`src/rtl/cpu_pkg.sv`:
```
// Shared definitions for the CPU top level and its program loader.
//   loader_state_e    : program loader FSM states
//   RAM_BYTES_DEFAULT : default program RAM size in bytes
//   sum8              : 8-bit modular add used by the loader checksum
package cpu_pkg;

  localparam int RAM_BYTES_DEFAULT = 16;

  typedef enum logic [2:0] {
    ST_INIT     = 3'd0,
    ST_WAIT_STB = 3'd1,
    ST_WRITE    = 3'd2,
    ST_CHECK    = 3'd3,
    ST_WAIT_REL = 3'd4,
    ST_RUN      = 3'd5,
    ST_ERR      = 3'd6
  } loader_state_e;

  // Carry is discarded on purpose: the checksum is the sum modulo 256.
  function automatic logic [7:0] sum8(input logic [7:0] a, input logic [7:0] b);
    return a + b;
  endfunction

endpackage

```
`src/rtl/pin_sync.sv`:
```
// Two-flop synchronizer for an asynchronous input pin, plus edge detect.
//   clk   : sampling clock
//   rst_n : asynchronous active-low reset, all flops clear to 0
//   pin   : asynchronous input
//   rise  : one-cycle pulse when the synchronized level goes 0 -> 1
//   fall  : one-cycle pulse when the synchronized level goes 1 -> 0
// Because every flop resets to 0, a pin already high at reset release
// is reported as a single rise once it has crossed the synchronizer.
module pin_sync (
  input  logic clk,
  input  logic rst_n,
  input  logic pin,
  output logic rise,
  output logic fall
);

  logic meta_q;
  logic sync_q;
  logic dly_q;

  always_ff @(posedge clk or negedge rst_n) begin
    if (!rst_n) begin
      meta_q <= 1'b0;
      sync_q <= 1'b0;
      dly_q  <= 1'b0;
    end else begin
      meta_q <= pin;
      sync_q <= meta_q;
      dly_q  <= sync_q;
    end
  end

  assign rise = sync_q & ~dly_q;
  assign fall = ~sync_q & dly_q;

endmodule

```
`src/rtl/prog_loader.sv`:
```
// Host-side program loader for the CPU's program RAM.
//   clk, rst_n          : clock and asynchronous active-low reset
//   load_en             : sampled once after reset; 1 = load, 0 = run at once
//   stb, din            : host strobe (asynchronous) and data byte
//   ack                 : byte accepted, held until the host drops stb
//   ram_addr/data/we    : RAM write port, we is a one-cycle pulse
//   cpu_rst_n           : CPU core reset, released only once in RUN
//   busy, err           : load in progress / sticky checksum mismatch
//   dbg_state           : current loader state, for observation only
//
// Handshake (4-phase): host drives din, raises stb; the loader captures
// din on the synchronized rise, writes it, raises ack; the host drops
// stb; the loader drops ack on the synchronized fall. RAM_BYTES data
// bytes are followed by one checksum byte equal to their sum mod 256.
module prog_loader
  import cpu_pkg::*;
#(
  parameter int RAM_BYTES = RAM_BYTES_DEFAULT,
  parameter int ADDR_W    = 4
) (
  input  logic              clk,
  input  logic              rst_n,
  input  logic              load_en,
  input  logic              stb,
  input  logic [7:0]        din,
  output logic              ack,
  output logic [ADDR_W-1:0] ram_addr,
  output logic [7:0]        ram_data,
  output logic              ram_we,
  output logic              cpu_rst_n,
  output logic              busy,
  output logic              err,
  output loader_state_e     dbg_state
);

  // One extra counter bit so reaching RAM_BYTES does not wrap to 0.
  localparam logic [ADDR_W:0] CNT_FULL = (ADDR_W + 1)'(RAM_BYTES);

  loader_state_e     state, state_n;
  loader_state_e     pend, pend_n;     // where WAIT_REL goes once stb drops
  logic [ADDR_W:0]   cnt, cnt_n;
  logic [7:0]        sum, sum_n;
  logic [7:0]        chk, chk_n;       // received checksum byte
  logic [ADDR_W-1:0] addr_n;
  logic [7:0]        data_n;
  logic              err_n;
  logic              stb_rise, stb_fall;

  pin_sync u_stb_sync (
    .clk   (clk),
    .rst_n (rst_n),
    .pin   (stb),
    .rise  (stb_rise),
    .fall  (stb_fall)
  );

  always_comb begin
    state_n = state;
    pend_n  = pend;
    cnt_n   = cnt;
    sum_n   = sum;
    chk_n   = chk;
    addr_n  = ram_addr;
    data_n  = ram_data;
    err_n   = err;
    case (state)
      ST_INIT: begin
        state_n = load_en ? ST_WAIT_STB : ST_RUN;
      end
      ST_WAIT_STB: begin
        if (stb_rise) begin
          if (cnt < CNT_FULL) begin
            addr_n  = cnt[ADDR_W-1:0];
            data_n  = din;
            sum_n   = sum8(sum, din);
            state_n = ST_WRITE;
          end else begin
            chk_n   = din;
            state_n = ST_CHECK;
          end
        end
      end
      ST_WRITE: begin
        cnt_n   = cnt + 1'b1;
        pend_n  = ST_WAIT_STB;
        state_n = ST_WAIT_REL;
      end
      ST_CHECK: begin
        if (chk == sum) begin
          pend_n = ST_RUN;
        end else begin
          pend_n = ST_ERR;
          err_n  = 1'b1;
        end
        state_n = ST_WAIT_REL;
      end
      ST_WAIT_REL: begin
        // A strobe that dropped before ack rose leaves WAIT_REL waiting
        // for the next fall the synchronizer reports.
        if (stb_fall) state_n = pend;
      end
      ST_RUN: begin
        state_n = ST_RUN;
      end
      ST_ERR: begin
        err_n   = 1'b1;
        state_n = ST_ERR;
      end
      default: begin
        state_n = ST_INIT;
      end
    endcase
  end

  // Outputs are registered so the pins and the CPU reset never glitch.
  // ack/ram_we/busy follow the state being entered; cpu_rst_n follows
  // the state already reached, releasing the CPU one cycle into RUN.
  always_ff @(posedge clk or negedge rst_n) begin
    if (!rst_n) begin
      state     <= ST_INIT;
      pend      <= ST_WAIT_STB;
      cnt       <= '0;
      sum       <= 8'h00;
      chk       <= 8'h00;
      ram_addr  <= '0;
      ram_data  <= 8'h00;
      ram_we    <= 1'b0;
      ack       <= 1'b0;
      busy      <= 1'b0;
      err       <= 1'b0;
      cpu_rst_n <= 1'b0;
    end else begin
      state     <= state_n;
      pend      <= pend_n;
      cnt       <= cnt_n;
      sum       <= sum_n;
      chk       <= chk_n;
      ram_addr  <= addr_n;
      ram_data  <= data_n;
      ram_we    <= (state_n == ST_WRITE);
      ack       <= (state_n == ST_WRITE) || (state_n == ST_CHECK) ||
                   (state_n == ST_WAIT_REL);
      busy      <= (state_n == ST_WAIT_STB) || (state_n == ST_WRITE) ||
                   (state_n == ST_CHECK) || (state_n == ST_WAIT_REL);
      err       <= err_n;
      cpu_rst_n <= (state == ST_RUN);
    end
  end

  assign dbg_state = state;

endmodule

```
`config.mk`:
```
export PLATFORM = sky130hd
export DESIGN_NAME = prog_loader
export DESIGN_NICKNAME = d
export VERILOG_FILES = /design/src/rtl/cpu_pkg.sv /design/src/rtl/pin_sync.sv /design/src/rtl/prog_loader.sv
export SDC_FILE = /design/constraint.sdc
export NUM_CORES = 1
export LEC_CHECK = 0
export CAP_MARGIN = 0
export CELL_PAD_IN_SITES_DETAIL_PLACEMENT = 1
export CELL_PAD_IN_SITES_GLOBAL_PLACEMENT = 1
export CORE_MARGIN = 2
export CORE_UTILIZATION = 47
export CTS_BUF_LIST = sky130_fd_sc_hd__clkbuf_2 sky130_fd_sc_hd__clkbuf_4 sky130_fd_sc_hd__clkbuf_8
export CTS_CLUSTER_DIAMETER = 200
export DETAILED_ROUTE_END_ITERATION = 6
export HOLD_SLACK_MARGIN = 0.06
export MAX_ROUTING_LAYER = met4
export PLACE_DENSITY_LB_ADDON = 0.25
export REMOVE_ABC_BUFFERS = 1
export SYNTH_ARGS = -nofsm -noshare
export SYNTH_HDL_FRONTEND = slang
export SYNTH_HIERARCHICAL = 1
export SYNTH_SLANG_ARGS = --single-unit
```
`constraint.sdc`:
```
create_clock -name clk -period 3.89 [get_ports clk]
set_input_delay 0.778 -clock clk [delete_from_list [all_inputs] [get_ports clk]]
set_output_delay 0.778 -clock clk [all_outputs]
set_load 0.05 [all_outputs]
```
* Yosys cells after proc, flatten, opt, wreduce, memory -nomap -nowiden
Cells that the tools add are included.
** Cells by class
- $lt $le $gt $ge :: 1
- Add/subtract/negate cells :: 2
- Eq/ne operators :: 12
- Bitwise logic cells :: 5
- Reduce and logical (&&, ||, !) cells :: 12
- Multiplexer cells :: 9
** Operators by type and width (number)
- $pmux W3 S6 :: 1
- $eq A3 B2 Y1 const B :: 4
- $eq A3 B3 Y1 const B :: 4
- $mux W3 :: 3
- $add A8 B8 Y8 :: 1
- $eq A8 B8 Y1 :: 1
- $eq A3 B1 Y1 const B :: 2
- $pmux W3 S2 :: 1
- $reduce_and A3 Y1 :: 2
- $add A5 B1 Y5 const B :: 1
- $logic_or A1 B1 Y1 :: 5
- $lt A5 B5 Y1 const B :: 1
- $reduce_bool A2 Y1 :: 2
- $logic_not A3 Y1 :: 1
- $not A1 Y1 :: 3
- $and A1 B1 Y1 :: 2
- $mux W1 :: 2
- $mux W2 :: 1
- $ne A2 B2 Y1 const B :: 1
- $pmux W1 S2 :: 1
- $reduce_and A2 Y1 :: 1
- $reduce_or A2 Y1 :: 1
** Storage, ports and cells
- Register bits :: 47
- Output and inout port bits :: 20
- Input port bits :: 12

* Logic depth before layout (Yosys ltp)
Gate-level depths: netlist of the first run.
- Depth in word-level cells :: 8
- Gate-level depth with buffers :: 8

* By module
Netlist of the first run, hierarchy kept.
** Modules (own cells, without submodules)
- prog_loader :: cells each 210, sequential area each 1102.3 um^2, area an instance 2127.0 um^2, times used 1
- pin_sync :: cells each 5, sequential area each 75.1 um^2, area an instance 90.1 um^2, times used 1

* Worst setup path after synthesis of the first run
No wires, ideal clock.
- Kind :: input to register
- Start point :: input port din[1]
- End point :: register sum[7]
- Path slack :: 1.654 ns
- Arrival time :: 2.105 ns
- Buffers on the path :: 0
- Data required time :: 3.759 ns
- Stages :: 6
- Cells stage by stage :: ha_1 -> a211oi_1 -> nor2_1 -> o41ai_1 -> a21oi_1 -> or3_1
** On the way
- Cells in the longest elaborated chain, start to end :: 1
** RTL lines
- start, declared :: line prog_loader.sv:25 : input logic [7:0] din,
- $add A8 B8 Y8 :: line cpu_pkg.sv:21 : return a + b;
- end signal, assigned :: line prog_loader.sv:136 : sum <= sum_n;
- end, declared :: line prog_loader.sv:42 : logic [7:0] sum, sum_n;
Every way passes these cells.
A chain may end at the register's enable or synchronous reset.

* Worst setup path in the final report of the first run
Same ends and word-level chain as after synthesis.

==> impl_results.md, run 1 <==
- Final non-filler cell total: 300
- Post-synthesis mux area share: 4.57%
- Lkg Pwr: 1.23 nW
- Most common cell after layout, fill and taps aside: nand2_1
- Synth unique cells: 41
- Routed wire length on met3: 122 um
- Most frequent cells in the layout: nand2_1, dfrtp_1, clkdlybuf4s50_1
- Metal2 WL: 2550 um
- M1 WL: 2330 um
- Setup bufs post-CTS: 0
- Initial Utilization: 49.9%
- Share of cells above drive strength 1: 8.06%
- Final period util: 68.8%
- Synth Area in Simple Gates: 20.1%
- Final setup viols: 0
- Peak supply drop: 0.398 mV
- Overflow after GRT: 0
- First-pass GRT wire length: 8540 um
- DP Cell Count: 293
- Synth Instances: 215
- Syn Std Cell Area: 2220 um2
- Initial antenna violation count: 0
- P&R area growth vs syn: 20.3%
- Main combinational cell family by area after synthesis: simple AND/OR/NAND/NOR gates
- Clock transition at path regs: 0.08 ns
- Die area: 5280 um2
- H-tree depth: 2
- Port bufs: 31
- Pre-Repair DR Iteration Count: 4
- WL/cell: 16.8 um
- Row cnt: 24
- Final Util: 60.0%
- CTS Buf Count: 5
- Power per cell area: 800 nW/um2
- Clk buf depth: 2
- CP Launch Type: primary input
- Post-synthesis sequential area ratio: 53.1%
- DP Area: 2560 um2
- Max frequency: 374 MHz
- Endpoints failing hold: 0
- Post-route DRC violation count: 0
- Total chip power: 2.13 mW
- WL final: 5050 um
- Crit Path Category: primary input to flop
- Detailed placement HPWL: 3520 um
- Largest net degree at the start of global routing: 48
- Final Critical Period: 2.67 ns
- Ys Warns: 6
- Worst setup EP type: flop
- Critical Path RT: 4.06 ns
- Pre-CTS WS: 0.954 ns
- MaxCap Viol Count: 0
- Hold WC Path Type: flop to flop
- Number of global-route vias before repair: 1741
- Status: completed
- Via/cell ratio: 5.42
- Adder-cell area share of the yosys netlist: 5.42%
- Avg Cell Area, Syn: 10.3 um2
- CTS tree: done
- # IOs: 32
- Core area: 4440 um2
- Routability cong.: 0.781
- Die X: 72.7 um
- Ys flop type: dfrtp_1
- Top Metal Used: met4
- Root Driver: clkbuf_8
- Compound-Gate Fraction of Synth Area: 8.13%
- Hold slack: 0.362 ns
- Slew @ Worst Pin: 1.11 ns
- Synthesized flop and latch total: 47
- Clock Skew: 0.00491 ns
- Diodes inserted: 0
- Total negative slack: 0 ns
- Post_cts resized: 0
- Post-route cell area: 2670 um2
- Minimum setup slack in the final design: 1.22 ns
- CTS Hold Bufs: 0
- GRT Util Overall: 21.6%
- Fin nets: 269
- Clk sink count: 47
- Iter 0 DRT Violations: 40
- XOR/XNOR Fraction of Synth Area: 5.93%
- Slew HR: 25.9%
- Number of flops mapped to enable cells by yosys: 0
- RSZ-0062 raised after global routing: false
- Max Slew Vio Count: 0
- Post-route ant nets: 0
- Skew-Pair Late Insertion Delay: 0.30 ns
- Crit path max fanout: 2
- CP Data Arrival Time: 2.85 ns
- Asr flop ratio synth: 100%
- Die height: 72.7 um
- Total number of vias: 1626
-- final timing paths --
kind | startpoint | to | slack, ns | cells past startpoint
max | din[1] | sum[7] | 1.22 | 7
min | u_stb_sync/meta_q | u_stb_sync/sync_q | 0.36 | 0
max reg2reg | dbg_state[1] | sum[7] | 1.45 | 5
min reg2reg | u_stb_sync/meta_q | u_stb_sync/sync_q | 0.36 | 0
max in group asynchronous | rst_n | sum[3] | 2.59 | 1
min in group asynchronous | rst_n | sum[2] | 0.67 | 1
-- layer usage --
| metal | vias to the layer above | global-route usage (%) |
|---|---|---|
| li1 | 789 | - |
| met1 | 805 | 26.6 |
| met2 | 28 | 37.4 |
| met3 | 4 | 2.90 |
| met4 | 0 | 6.17 |
| met5 | - | - |
-- power breakdown --
| part | internal [mW] | switching [mW] | leakage (nW) | total [mW] |
|---|---|---|---|---|
| Sequential | 0.648 | 0.135 | 0.571 | 0.783 |
| Clock | 0.188 | 0.162 | 0.0502 | 0.350 |
| Combinational | 0.367 | 0.633 | 0.609 | 1.00 |
| Total | 1.20 | 0.930 | 1.23 | 2.13 |
-- Yosys cell counts (all sizes together) (2+ instances only) --
library cell / n / share of area, %
a211oi: 4 / 1.4
and3: 2 / 0.56
a21oi: 5 / 1.1
a21o: 2 / 0.68
nand3: 4 / 0.90
inv: 7 / 1.2
nor2b: 4 / 1.1
mux2: 9 / 4.6
nor3: 4 / 0.90
buf: 3 / 1.1
nor2: 9 / 1.5
nand4: 2 / 0.56
nand2: 54 / 9.1
xnor2: 4 / 1.6
nor4: 2 / 0.56
clkbuf: 3 / 0.51
nor3b: 2 / 0.68
o31ai: 3 / 1.0
ha: 8 / 4.5
dfrtp: 46 / 52
xor2: 11 / 4.3
nand2b: 3 / 0.85
o21ai: 8 / 1.8
-- sequential cells by signal (all words and copies together), names as in the netlist, 3 cells and up --
name	flops
cnt	5
ram_addr	4
pend	3
chk	8
dbg_state	3
ram_data	8
sum	8
-- critical path, stage by stage --
cell and delay, ns:
clkdlybuf4s50_1 0.43, ha_1 0.32, a211oi_1 0.36, nor2_1 0.12, o41ai_1 0.38, a21oi_1 0.09, or3_1 0.38
-- cells by family after synthesis --
group / after synthesis
xor+xnor: 15
fa+ha+maj: 9
buf+inv: 13
mux: 9
flops: 47
simple gates: 94
compound gates: 28
-- area by class of cell --
class	instances	area, um2
Sequential cell	47	1180
Fill cell	501	1780
Tap cell	52	65.1
Clock inverter	2	37.5
Multi-Input combinational cell	155	978
Inverter	7	26.3
Clock buffer	5	68.8
Timing Repair Buffer	32	313
No activity file was read; power rests on OpenSTA's default activity.
==> inputs of run 2 (changes only) <==
- CORE_UTILIZATION: 47 -> 39
- clock period: 3.89 -> 2.2 ns (I/O delays scaled with it)
==> impl_results.md, run 2 (synthesized netlist as in run 1, its figures left out) <==
- Minimum setup slack in the final design: 0.121 ns
- Seq pwr share: 34.8%
- H-tree depth: 2
- Pre-CTS WS: -0.367 ns
- Overflow after GRT: 0
- Share of cells above drive strength 1: 16.5%
- Final Critical Period: 2.08 ns
- CP Launch Type: primary input
- Post-route ant nets: 0
- Sequential cell area: 1180 um2
- Diodes inserted: 0
- Post-route DRC violation count: 0
- Worst setup EP type: flop
- Slew @ Worst Pin: 0.730 ns
- Critical Path RT: 2.38 ns
- Hold slack: 0.192 ns
- Max frequency: 481 MHz
- CTS Hold Bufs: 0
- Peak supply drop: 0.591 mV
- Slowest CP cell: clkdlybuf4s50_1
- Crit path max fanout: 2
- Skew-Pair Late Insertion Delay: 0.30 ns
- Top Metal Used: met4
- Final period util: 94.5%
- Power per cell area: 1390 nW/um2
- M1 WL: 2360 um
- Fillers: 652
- Sw Share: 42.4%
- Clock transition at path regs: 0.09 ns
- Clk sink count: 47
- Clock power share: 16.6%
- Total number of vias: 1710
- P&R area growth vs syn: 29.2%
- Row cnt: 27
- Crit path cell chain: clkdlybuf4s50_1, ha_1, a211oi_2, nor2_1, o41ai_2, a21oi_1, or3_1
- Logic gate share of total power: 48.5%
- Crit Path Category: primary input to flop
- CP Data Arrival Time: 2.26 ns
- Die area: 6300 um2
- First-pass GRT wire length: 8740 um
- Initial antenna violation count: 0
- Routability cong.: 0.882
- Final Util: 52.0%
- Pre-Repair DR Iteration Count: 4
- GRT Util Overall: 18.6%
- Final setup viols: 0
- RSZ-0062 raised after global routing: false
- Fin nets: 287
- Root Driver: clkbuf_8
- Detailed placement HPWL: 3650 um
- Slew HR: 51.4%
- MaxCap Viol Count: 0
- Largest regs: chk (8), ram_data (8), sum (8)
- Port bufs: 31
- Hold WC Path Type: primary input to asynchronous set/reset pin
- Die height: 79.4 um
- Most frequent cells in the layout: nand2_1, dfrtp_1, clkdlybuf4s50_1
- Area of the multi-input gates: 1000 um2
- Clock Skew: 0.00289 ns
- Lkg Pwr: 1.36 nW
- Routed wire length on met3: 146 um
- Iter 0 DRT Violations: 62
- Core area: 5510 um2
- Most common cell after layout, fill and taps aside: nand2_1
- Switching Power: 1.68 mW
- Metal2 WL: 2400 um
- CTS tree: done
- WL/cell: 14.7 um
- Pint: 2.29 mW
- Largest net degree at the start of global routing: 34
- Status: completed
- Max Slew Vio Count: 0
- Endpoints failing hold: 0
- Die X: 79.4 um
- Total negative slack: 0 ns
- Clk buf depth: 2
- Number of global-route vias before repair: 1818
- Initial Utilization: 40.3%
- Critical Path Max Stage Delay: 0.43 ns
- # IOs: 32
- CTS Buf Count: 5
- Via/cell ratio: 5.04
- WL final: 4990 um
==> run 2: worst max-delay path, delay by kind of cell <==
family	cells	cell delay (ns)
AO/OA/AOI/OAI	3	0.61
AND/OR/NAND/NOR	2	0.46
buffers and inverters	1	0.43
adder cells (fa/ha/maj)	1	0.33
==> run 2: final timing paths <==
path                              startpoint                end  slack (ns)  cells past startpoint
hold reg to reg            u_stb_sync/meta_q  u_stb_sync/sync_q        0.36                      0
max in group asynchronous              rst_n       dbg_state[2]        1.41                      2
min in group clk           u_stb_sync/meta_q  u_stb_sync/sync_q        0.36                      0
setup reg to reg                      sum[1]             sum[7]        0.27                      6
hold / removal                         rst_n             chk[7]        0.19                      1
setup / recovery                      din[1]             sum[7]        0.12                      7
==> run 2: stage by stage <==
stage | power (mW) | cells | cell area (um2)
2_1_floorplan | 2.57 | 209 | 2180
3_3_place_gp | 3.23 | 330 | 2710
3_5_place_dp | 3.28 | 330 | 2710
4_1_cts | 3.98 | 338 | 2840
5_1_grt | 4.27 | 339 | 2870
6_report | 3.97 | 339 | 2870
==> run 2: power groups by stage <==
stage          Combinational (mW)  Clock, mW  Sequential [mW]
2_1_floorplan               0.720          0             1.85
3_3_place_gp                 1.83          0             1.39
3_5_place_dp                 1.88          0             1.40
4_1_cts                      1.92      0.679             1.39
5_1_grt                      2.13      0.718             1.42
6_report                     1.93      0.661             1.38
==> run 2: cell type report <==
class	count	area share, %
well taps	72	3.14
clock buffers	6	2.88
inverters	7	0.917
repair buffers	50	15.8
multi-input cells	155	34.9
clock inverters	2	1.22
flip-flops and latches	47	41.1
==> run 2: routing by layer <==
metal	up-vias	global-route usage, %
met3	10	3.51
li1	832	-
met4	0	6.90
met2	31	29.8
met5	-	-
met1	837	23.6
==> run 2: what timing repair did <==
action | in CTS | in global routing
setup endpoints to repair | 3 | 5
buffers inserted | 0 | 1
gates resized for setup | 4 | 6
pin swaps | 0 | 1
==> inputs of run 3 (changes only) <==
- CORE_UTILIZATION: 39 -> 29
==> impl_results.md, run 3 (synthesized netlist as in run 1, its figures left out) <==
- Status: completed
- Diodes inserted: 0
- Routability cong.: 0.809
- Power per cell area: 1330 nW/um2
- Die area: 8360 um2
- CP Launch Type: primary input
- Largest net degree at the start of global routing: 27
- CTS tree: done
- Slack of the worst reg-to-reg path: 0.24 ns
- Most frequent cells in the layout: nand2_1, dfrtp_1, clkdlybuf4s50_1
- Max frequency: 476 MHz
- Worst setup EP type: flop
- Sequential cell area: 1180 um2
- Post-route ant nets: 0
- H-tree depth: 2
- GRT Util Overall: 14.1%
- Most common cell after layout, fill and taps aside: nand2_1
- R2R depth: 9
- Slew HR: 65.5%
- Critical Path RT: 2.45 ns
- Fillers: 821
- Slew @ Worst Pin: 0.517 ns
- Final setup viols: 0
- Initial antenna violation count: 0
- Max Slew Vio Count: 0
- Pre-CTS WS: -0.393 ns
- Root Driver: clkbuf_8
- Clock Skew: 0.00722 ns
- Peak supply drop: 0.445 mV
- Die height: 91.4 um
- Overflow after GRT: 0
- # IOs: 32
- MaxCap Viol Count: 0
- Crit path max fanout: 3
- RSZ-0062 raised after global routing: false
- Fin nets: 288
- Die X: 91.4 um
- WL/cell: 14.3 um
- Row cnt: 31
- CTS Hold Bufs: 0
- Lkg Pwr: 1.34 nW
- Setup bufs post-CTS: 0
- Clock transition at path regs: 0.09 ns
- Endpoints failing hold: 0
- P&R area growth vs syn: 30.0%
- First-pass GRT wire length: 9010 um
- Skew-Pair Late Insertion Delay: 0.31 ns
- Port bufs: 31
- Minimum setup slack in the final design: 0.0972 ns
- Crit Path Category: primary input to flop
- Share of cells above drive strength 1: 16.9%
- Pre-Repair DR Iteration Count: 6
- Detailed placement HPWL: 3730 um
- Total negative slack: 0 ns
- Initial Utilization: 30.2%
- CTS Buf Count: 5
- Post-route DRC violation count: 0
- Final period util: 95.6%
- Final Util: 39.3%
- Core area: 7330 um2
- Iter 0 DRT Violations: 49
- Clk sink count: 47
- Via/cell ratio: 4.62
- Number of global-route vias before repair: 1795
- Hold WC Path Type: primary input to asynchronous set/reset pin
- WL final: 5240 um
- Area of the multi-input gates: 1000 um2
- Hold slack: 0.0927 ns
- Largest regs: chk (8), ram_data (8), sum (8)
- CP Data Arrival Time: 2.35 ns
- Total number of vias: 1691
- Clk buf depth: 2
- Final Critical Period: 2.10 ns
[run 3: cell types whose count changed in the layout (fill, tap and decap cells not counted), sizes merged]
cell	change
buf	+1
clkdlybuf4s50	+1
clkinv	+1
dlymetal6s2s	-1
clkbuf	-1
bufinv	-1
[run 3: worst paths after layout]
| kind | from | to |
|---|---|---|
| worst max register to register | sum[0] | sum[6] |
| max in group asynchronous | rst_n | chk[7] |
| worst max-delay path | din[0] | sum[6] |
| min in group clk | u_stb_sync/meta_q | u_stb_sync/sync_q |
| worst min register to register | u_stb_sync/meta_q | u_stb_sync/sync_q |
| worst min-delay path | rst_n | cnt[0] |
[run 3: worst max-delay path, cell delays in order]
cell	delay, ns
clkdlybuf4s50_1	0.43
ha_2	0.22
inv_1	0.08
fa_2	0.22
nor2b_2	0.05
o21ai_2	0.13
a21boi_1	0.09
buf_4	0.14
or4_1	0.47
nand3_1	0.09
[run 3: area by class of cell]
class | instances | area share (%)
Inverter | 7 | 0.911
Sequential cell | 47 | 40.8
Tap cell | 99 | 4.30
Clock inverter | 2 | 0.477
Timing Repair Buffer | 51 | 16.3
Multi-Input combinational cell | 155 | 34.8
Clock buffer | 5 | 2.39
[run 3: metal layers]
layer | wire length [um] | global-route usage, %
met5 | 0 | -
met1 | 2590 | 18.2
met3 | 122 | 2.57
met4 | 73 | 5.30
met2 | 2450 | 22.1
[run 3: what timing repair did]
| item | in CTS | in global routing |
|---|---|---|
| endpoints found under the setup margin | 2 | 4 |
| gates resized for setup | 2 | 7 |
| pin swaps | 0 | 1 |
[run 3: report_power, final]
group          total, mW  switching, mW  internal, mW
sequential          1.37          0.226          1.14
combinational       1.94           1.15         0.789
clock              0.523          0.305         0.218
total               3.83           1.68          2.15
[run 3: stage by stage]
stage	instance area [um2]	total power, mW	cells
6_report	2880	3.83	366
3_3_place_gp	2770	3.27	359
5_1_grt	2880	4.13	366
2_1_floorplan	2180	2.57	209
3_5_place_dp	2770	3.30	359
4_1_cts	2860	3.87	366
